**src/rtl/cond_unit.sv**
```systemverilog
// cond_unit: ARM-style condition evaluation and flag register for one pipeline stage.
//
// Evaluates the 4-bit condition field against the architectural flags register,
// gates the requested side effects with the result, and updates the flags from
// the ALU when the instruction is accepted and its condition passes.
//
// Ports
//   clk, reset_n        clock, asynchronous active-low reset
//   valid_in            decoded instruction present this cycle
//   stall               hold every register (flush has priority)
//   flush               squash this stage's output; flags never update
//   cond                condition field
//   alu_flags           {N,Z,C,V} produced by the ALU for this instruction
//   flag_w              bit1 enables N,Z update; bit0 enables C,V update
//   pc_s, reg_w, mem_w  requested side effects
//   no_write            compare-type op, suppresses the register write
//   valid_q             registered valid
//   pc_src_q, reg_write_q, mem_write_q  gated side effects
//   cond_ex_q           registered condition-passed
//   flags_q             architectural {N,Z,C,V}
//   illegal_cond_q      one-cycle pulse for an accepted cond == 4'b1111
module cond_unit (
  input  logic       clk,
  input  logic       reset_n,
  input  logic       valid_in,
  input  logic       stall,
  input  logic       flush,
  input  logic [3:0] cond,
  input  logic [3:0] alu_flags,
  input  logic [1:0] flag_w,
  input  logic       pc_s,
  input  logic       reg_w,
  input  logic       mem_w,
  input  logic       no_write,
  output logic       valid_q,
  output logic       pc_src_q,
  output logic       reg_write_q,
  output logic       mem_write_q,
  output logic       cond_ex_q,
  output logic [3:0] flags_q,
  output logic       illegal_cond_q
);

  logic       flag_n, flag_z, flag_c, flag_v;
  logic       cond_ex;
  logic       illegal;
  logic       accept;

  logic       valid_d;
  logic       pc_src_d;
  logic       reg_write_d;
  logic       mem_write_d;
  logic       cond_ex_d;
  logic [3:0] flags_d;
  logic       illegal_cond_d;

  // Condition is evaluated against the committed flags only; the ALU result of the
  // current instruction is never visible to its own condition.
  assign {flag_n, flag_z, flag_c, flag_v} = flags_q;

  always_comb begin
    cond_ex = 1'b0;
    unique case (cond)
      4'b0000: cond_ex = flag_z;
      4'b0001: cond_ex = ~flag_z;
      4'b0010: cond_ex = flag_c;
      4'b0011: cond_ex = ~flag_c;
      4'b0100: cond_ex = flag_n;
      4'b0101: cond_ex = ~flag_n;
      4'b0110: cond_ex = flag_v;
      4'b0111: cond_ex = ~flag_v;
      4'b1000: cond_ex = flag_c & ~flag_z;
      4'b1001: cond_ex = ~flag_c | flag_z;
      4'b1010: cond_ex = (flag_n == flag_v);
      4'b1011: cond_ex = (flag_n != flag_v);
      4'b1100: cond_ex = ~flag_z & (flag_n == flag_v);
      4'b1101: cond_ex = flag_z | (flag_n != flag_v);
      4'b1110: cond_ex = 1'b1;
      4'b1111: cond_ex = 1'b0;
      default: cond_ex = 1'b0;
    endcase
  end

  assign illegal = (cond == 4'b1111);
  assign accept  = valid_in & ~stall & ~flush;

  always_comb begin
    // Default: hold everything (covers stall without flush).
    valid_d        = valid_q;
    pc_src_d       = pc_src_q;
    reg_write_d    = reg_write_q;
    mem_write_d    = mem_write_q;
    cond_ex_d      = cond_ex_q;
    flags_d        = flags_q;
    illegal_cond_d = illegal_cond_q;

    if (flush || (!stall && !valid_in)) begin
      // Bubble: squashed or empty slot, flags untouched.
      valid_d        = 1'b0;
      pc_src_d       = 1'b0;
      reg_write_d    = 1'b0;
      mem_write_d    = 1'b0;
      cond_ex_d      = 1'b0;
      illegal_cond_d = 1'b0;
    end else if (accept) begin
      valid_d        = 1'b1;
      cond_ex_d      = cond_ex;
      pc_src_d       = pc_s & cond_ex;
      reg_write_d    = reg_w & cond_ex & ~no_write;
      mem_write_d    = mem_w & cond_ex;
      illegal_cond_d = illegal;
      if (cond_ex) begin
        if (flag_w[1]) flags_d[3:2] = alu_flags[3:2];
        if (flag_w[0]) flags_d[1:0] = alu_flags[1:0];
      end
    end
  end

  always_ff @(posedge clk or negedge reset_n) begin
    if (!reset_n) begin
      valid_q        <= 1'b0;
      pc_src_q       <= 1'b0;
      reg_write_q    <= 1'b0;
      mem_write_q    <= 1'b0;
      cond_ex_q      <= 1'b0;
      flags_q        <= 4'b0000;
      illegal_cond_q <= 1'b0;
    end else begin
      valid_q        <= valid_d;
      pc_src_q       <= pc_src_d;
      reg_write_q    <= reg_write_d;
      mem_write_q    <= mem_write_d;
      cond_ex_q      <= cond_ex_d;
      flags_q        <= flags_d;
      illegal_cond_q <= illegal_cond_d;
    end
  end

endmodule
```
**config.mk**
```make
export PLATFORM = sky130hd
export DESIGN_NAME = cond_unit
export DESIGN_NICKNAME = d
export VERILOG_FILES = /design/src/rtl/cond_unit.sv
export SDC_FILE = /design/constraint.sdc
export NUM_CORES = 1
export LEC_CHECK = 0
export ABC_CLOCK_PERIOD_IN_PS = 1960
export BUFFER_PORTS_ARGS = -buffer_cell sky130_fd_sc_hd__buf_4
export CORE_AREA = 2 2 42 44
export CTS_BUF_LIST = sky130_fd_sc_hd__clkbuf_8
export DETAILED_ROUTE_END_ITERATION = 7
export DIE_AREA = 0 0 44 46
export PLACE_DENSITY = 0.67
export SYNTH_ARGS = -nofsm -noshare
export SYNTH_HDL_FRONTEND = slang
export SYNTH_SLANG_ARGS = --single-unit
export TNS_END_PERCENT = 100
```
**constraint.sdc**
```tcl
create_clock -name clk -period 1.96 [get_ports clk]
set_input_delay 0.392 -clock clk [delete_from_list [all_inputs] [get_ports clk]]
set_output_delay 0.392 -clock clk [all_outputs]
set_load 0.01 [all_outputs]
```
# [Word level (Yosys, flattened, before mapping)]
# Index checks and enable logic that the tools add are counted.
[word_totals] reg_bits=10 latchBits=0 ramBits=0 rom_bits=0 input_bits=19 out_inout_bits=10 memories=0
[classes] add_sub_neg=0 mul=0 div_mod_pow=0 magnitude_cmp=0 n_eq_ne=17 n_shift=0 muxes=13 bitwise_logic=18 n_reduce_logical=8
[op_table] op="$eq 4x4->1 const B" n=8
[op_table] op="$eq 4x3->1 const B" n=4
[op_table] op="$pmux 1 s16" n=1
[op_table] op="$mux 1" n=12
[op_table] op="$and 1x1->1" n=8
[op_table] op="$eq 4x2->1 const B" n=2
[op_table] op="$not 1->1" n=8
[op_table] op="$reduce_and 4->1" n=2
[op_table] op="$eq 4x1->1 const B" n=1
[op_table] op="$logic_not 4->1" n=1
[op_table] op="$logic_not 1->1" n=2
[op_table] op="$or 1x1->1" n=2
[op_table] op="$reduce_bool 2->1" n=1
[op_table] op="$eq 1x1->1" n=1
[op_table] op="$logic_and 1x1->1" n=1
[op_table] op="$logic_or 1x1->1" n=1
[op_table] op="$ne 1x1->1" n=1

# [Depth between registers and ports, before layout]
[logic_depth] word_depth=7 ltp_mapped=6 depth_no_buf=5

# [Worst setup path before layout]
# No wires, ideal clock.
[synth_timing] kind="input -> register" startpoint="input cond[1]" endpoint="register mem_write_q" arrival_ns=1.859 t_required_ns=1.838 setup_slack_ns=-0.020 stages=6 path_buffers=1 cell_sequence="clkbuf_1 -> mux2i_1 -> xor2_1 -> o311ai_1 -> or3_2 -> a32o_1"
[synth_via] elab_chain_cells=5
[synth_rtl] item="start: declaration" line="28" text="input logic [3:0] cond,"
[synth_rtl] item="$eq 4x4->1 (tied with other cells)" line="63" text="unique case (cond)"
[synth_rtl] item="$pmux 1 s16 (*)" line="63"
[synth_rtl] item="$and 1x1->1 (*)" line="110" text="mem_write_d = mem_w & cond_ex;"
[synth_rtl] item="$mux 1 (*)" line="105" text="end else if (accept) begin"
[synth_rtl] item="$mux 1 (*)" line="97" text="if (flush || (!stall && !valid_in)) begin"
[synth_rtl] item="end signal: assignment" line="132" text="mem_write_q <= mem_write_d;"
[synth_rtl] item="end: declaration" line="38" text="output logic mem_write_q,"
# Every way passes the cells marked *; elsewhere a longest branch is shown, timed or not. The select of a mux whose other input is x is not followed.
# A chain may end at the register's enable or synchronous reset.

# [Worst setup path in the final report]
[layout_timing] startpoint="register flags_q[3]" endpoint="register flags_q[3]"
[layout_via] elab_chain_cells=4
[layout_rtl] item="start: declaration" line="40" text="output logic [3:0] flags_q,"
[layout_rtl] item="start signal: assignment" line="134" text="flags_q <= flags_d;"
[layout_rtl] item="$ne 1x1->1 or $eq 1x1->1 (tied branches)"
[layout_rtl] item="$or 1x1->1 or $and 1x1->1 (tied branches)" line="77, 76"
[layout_rtl] item="$pmux 1 s16 (*)" line="63"
[layout_rtl] item="$reduce_and 4->1 (no line) (*)"
# Every way passes the cells marked *; elsewhere a longest branch is shown, timed or not.

==> results.ini <==
[finish]
drive_above_1_share = 0.5922
synthToLayoutAreaGrowth_pct = 76.79
final_util = 0.6496
register_area_sq_um = 251.5
n_antenna_cell = 0
fin_nets = 123
multiInputGateArea_sq_um = 387.9
layout.filler_cells = 138

[power_and_ir_drop]
comb_power_share = 0.436
leakage_uw = 0.0004937
pwr-share-seq = 0.294
netSwitchingFraction = 0.3246
p_per_area_nw_per_um2 = 915.6
ir_drop_v = 0.0005627
intPower_uw = 648.4
power_frac_clock = 0.270
switchingPower_uw = 311.6
total_power_uw = 960.0

[critical_path]
end_kind = flip-flop
path_class = flip-flop to flip-flop
critPathArrivalTime_ps = 2050
cp.required_ps = 2080
startpoint_type = flip-flop
crit_fanout = 3

[die]
die_area_sq_um = 2024
initial_core_util = 0.3674
rows = 15
ios = 29
core_sq_um = 1614
chipWidth_microns = 44
die_h_microns = 46

[clock_network]
h-tree-depth = 1
ctsRootBufferMaster = clkbuf_8
numCtsBuffers = 3
clock-sinks = 10
cts_tree = yes
clk_pin_slew_ps = 50
clk_path_buf_depth = 2
clkLatencyLatePin_ps = 240

[logic_synthesis]
ys_async_sr_fraction = 1.000
synthTopCellsByCount = dfrtp_1, mux2_2, nor2b_1
synthTopCellsByArea = dfrtp_1, mux2_2, a32o_1
synth_edf_count = 0
synthFlopType = dfrtp_1
synth_most_common_cell = dfrtp_1
synthCells = 58
syn_area_sq_um = 593.1
syn_nets = 77
synth_top_area_cell = dfrtp_1
ys_ff_latch = 10
yosysSeqAreaShare = 0.4219
synth-warning-count = 0
netlist.area_leader.share = 0.4219
synthDistinctLibCells = 27
synth_area_per_cell_sq_um = 10.23

[sta]
drv_slew = 0
setup_violations = 0
min_period_over_period = 0.9808
slew_headroom = 0.6949
rsz0062_at_grt = true
finalSetupTns_ps = 0
hold_viol = 0
skew_ps = 2.076
fmax_mhz = 520.2
worst_slew_pin_slew_ps = 456.9
hold_ws_ps = 334.6
min_period_ps = 1922

[routing]
first_pass_iters = 5
viasPerCell = 5.400
wl_per_cell_microns = 15.77
drt_wl_total_mm = 1.892
dr.first_iter.drc_count = 5
drc = 0
ant_nets = 0
dr_total_vias = 648

[global_routing]
grt_pass1_vias = 591
grt_first_pass_wirelength_mm = 2.670
antenna_found_initial = 0
grt_use_total = 0.1890
grt-ovfl-total = 0
grt_max_degree = 11

[hold_path]
hold_class = input pin to flip-flop

[flow_run]
drv_cap = 0

[place]
gp_congestion = 0.7505
io_buffers = 28
place_hpwl_mm = 1.315

[outcome]
status = complete, no violations

[final timing paths]
| path | end | cells past startpoint | from | slack [ps] |
|---|---|---|---|---|
| worst max-delay path | flags_q[3] | 5 | flags_q[3] | 40 |
| worst min-delay path | valid_q | 2 | flush | 330 |
| worst max register to register | flags_q[3] | 5 | flags_q[3] | 40 |
| worst min register to register | mem_write_q | 1 | mem_write_q | 510 |
| max in group asynchronous | flags_q[1] | 2 | reset_n | 1270 |
| min in group asynchronous | flags_q[2] | 2 | reset_n | 530 |
[area by class of cell]
class,count,area share
clock buffers,4,0.05251
inverters,2,0.007160
multi-input cells,44,0.3699
flip-flops and latches,10,0.2399
well taps,17,0.02029
repair buffers,43,0.3103
[per-layer routing]
metal / track usage / vias to the layer above / share of wire
li1: - / 309 / -
met1: 0.2616 / 318 / 0.41
met2: 0.2824 / 18 / 0.54
met3: 0.03571 / 3 / 0.033
met4: 0.09091 / 0 / 0.012
met5: 0 / - / 0
[worst max-delay path, stage by stage (launching register included)]
cell	delay, ps
dfrtp_1	380
xor2_1	180
or4_1	460
a311oi_4	330
o311ai_2	170
mux2_2	290
[cell usage in the layout (no fill, tap or decap), types with 2 or more instances in the layout]
cell,n
nor2b_1,4
clkbuf_8,4
inv_1,2
xor2_1,3
o21ai_0,2
o311ai_2,3
dfrtp_1,9
nand2_1,3
a32o_1,3
a21oi_1,3
nor2_1,3
mux2_2,4
nor3_1,2
buf_4,42
[flip-flops by register name, summed over array words and instances, names as in the netlist]
| register | flops |
|---|---|
| flags_q | 4 |
| pc_src_q | 1 |
| cond_ex_q | 1 |
| reg_write_q | 1 |
| mem_write_q | 1 |
| illegal_cond_q | 1 |
| valid_q | 1 |
[cell families after synthesis]
kind of cell	Yosys count	synth area share
buffers and inverters	4	0.02742
xor gates and xnor gates	3	0.04431
muxes	5	0.09282
DFF	10	0.4219
AOI/OAI and AO/OA	16	0.2173
and+or+nand+nor	20	0.1962
[per-stage QoR]
stage / setup slack [ps] / cell area, sq um / cells
after floorplan: 67.55 / 594.3 / 58
after global routing: -35.78 / 1049 / 120
after detailed placement: -82.99 / 928.4 / 116
after CTS: 17.50 / 985.9 / 120
after global placement: -40.11 / 928.4 / 116
final: 37.61 / 1049 / 120
[timing repair]
| action | in CTS | in global routing |
|---|---|---|
| gates resized for setup | 0 | 9 |
| pin swaps | 0 | 3 |
| buffers inserted | 0 | 0 |
| endpoints found under the setup margin | 2 | 7 |
| hold buffers | 1 | 0 |
| hold endpoints to repair | 10 | 0 |
[power by group through the flow]
stage	registers [uW]	logic, uW	clock network [uW]
2_1_floorplan	304	133	0
3_3_place_gp	279	358	0
3_5_place_dp	279	365	0
4_1_cts	276	367	270
5_1_grt	288	451	277
6_report	282	419	259
Note: power is estimated with default switching activity, not from simulation.
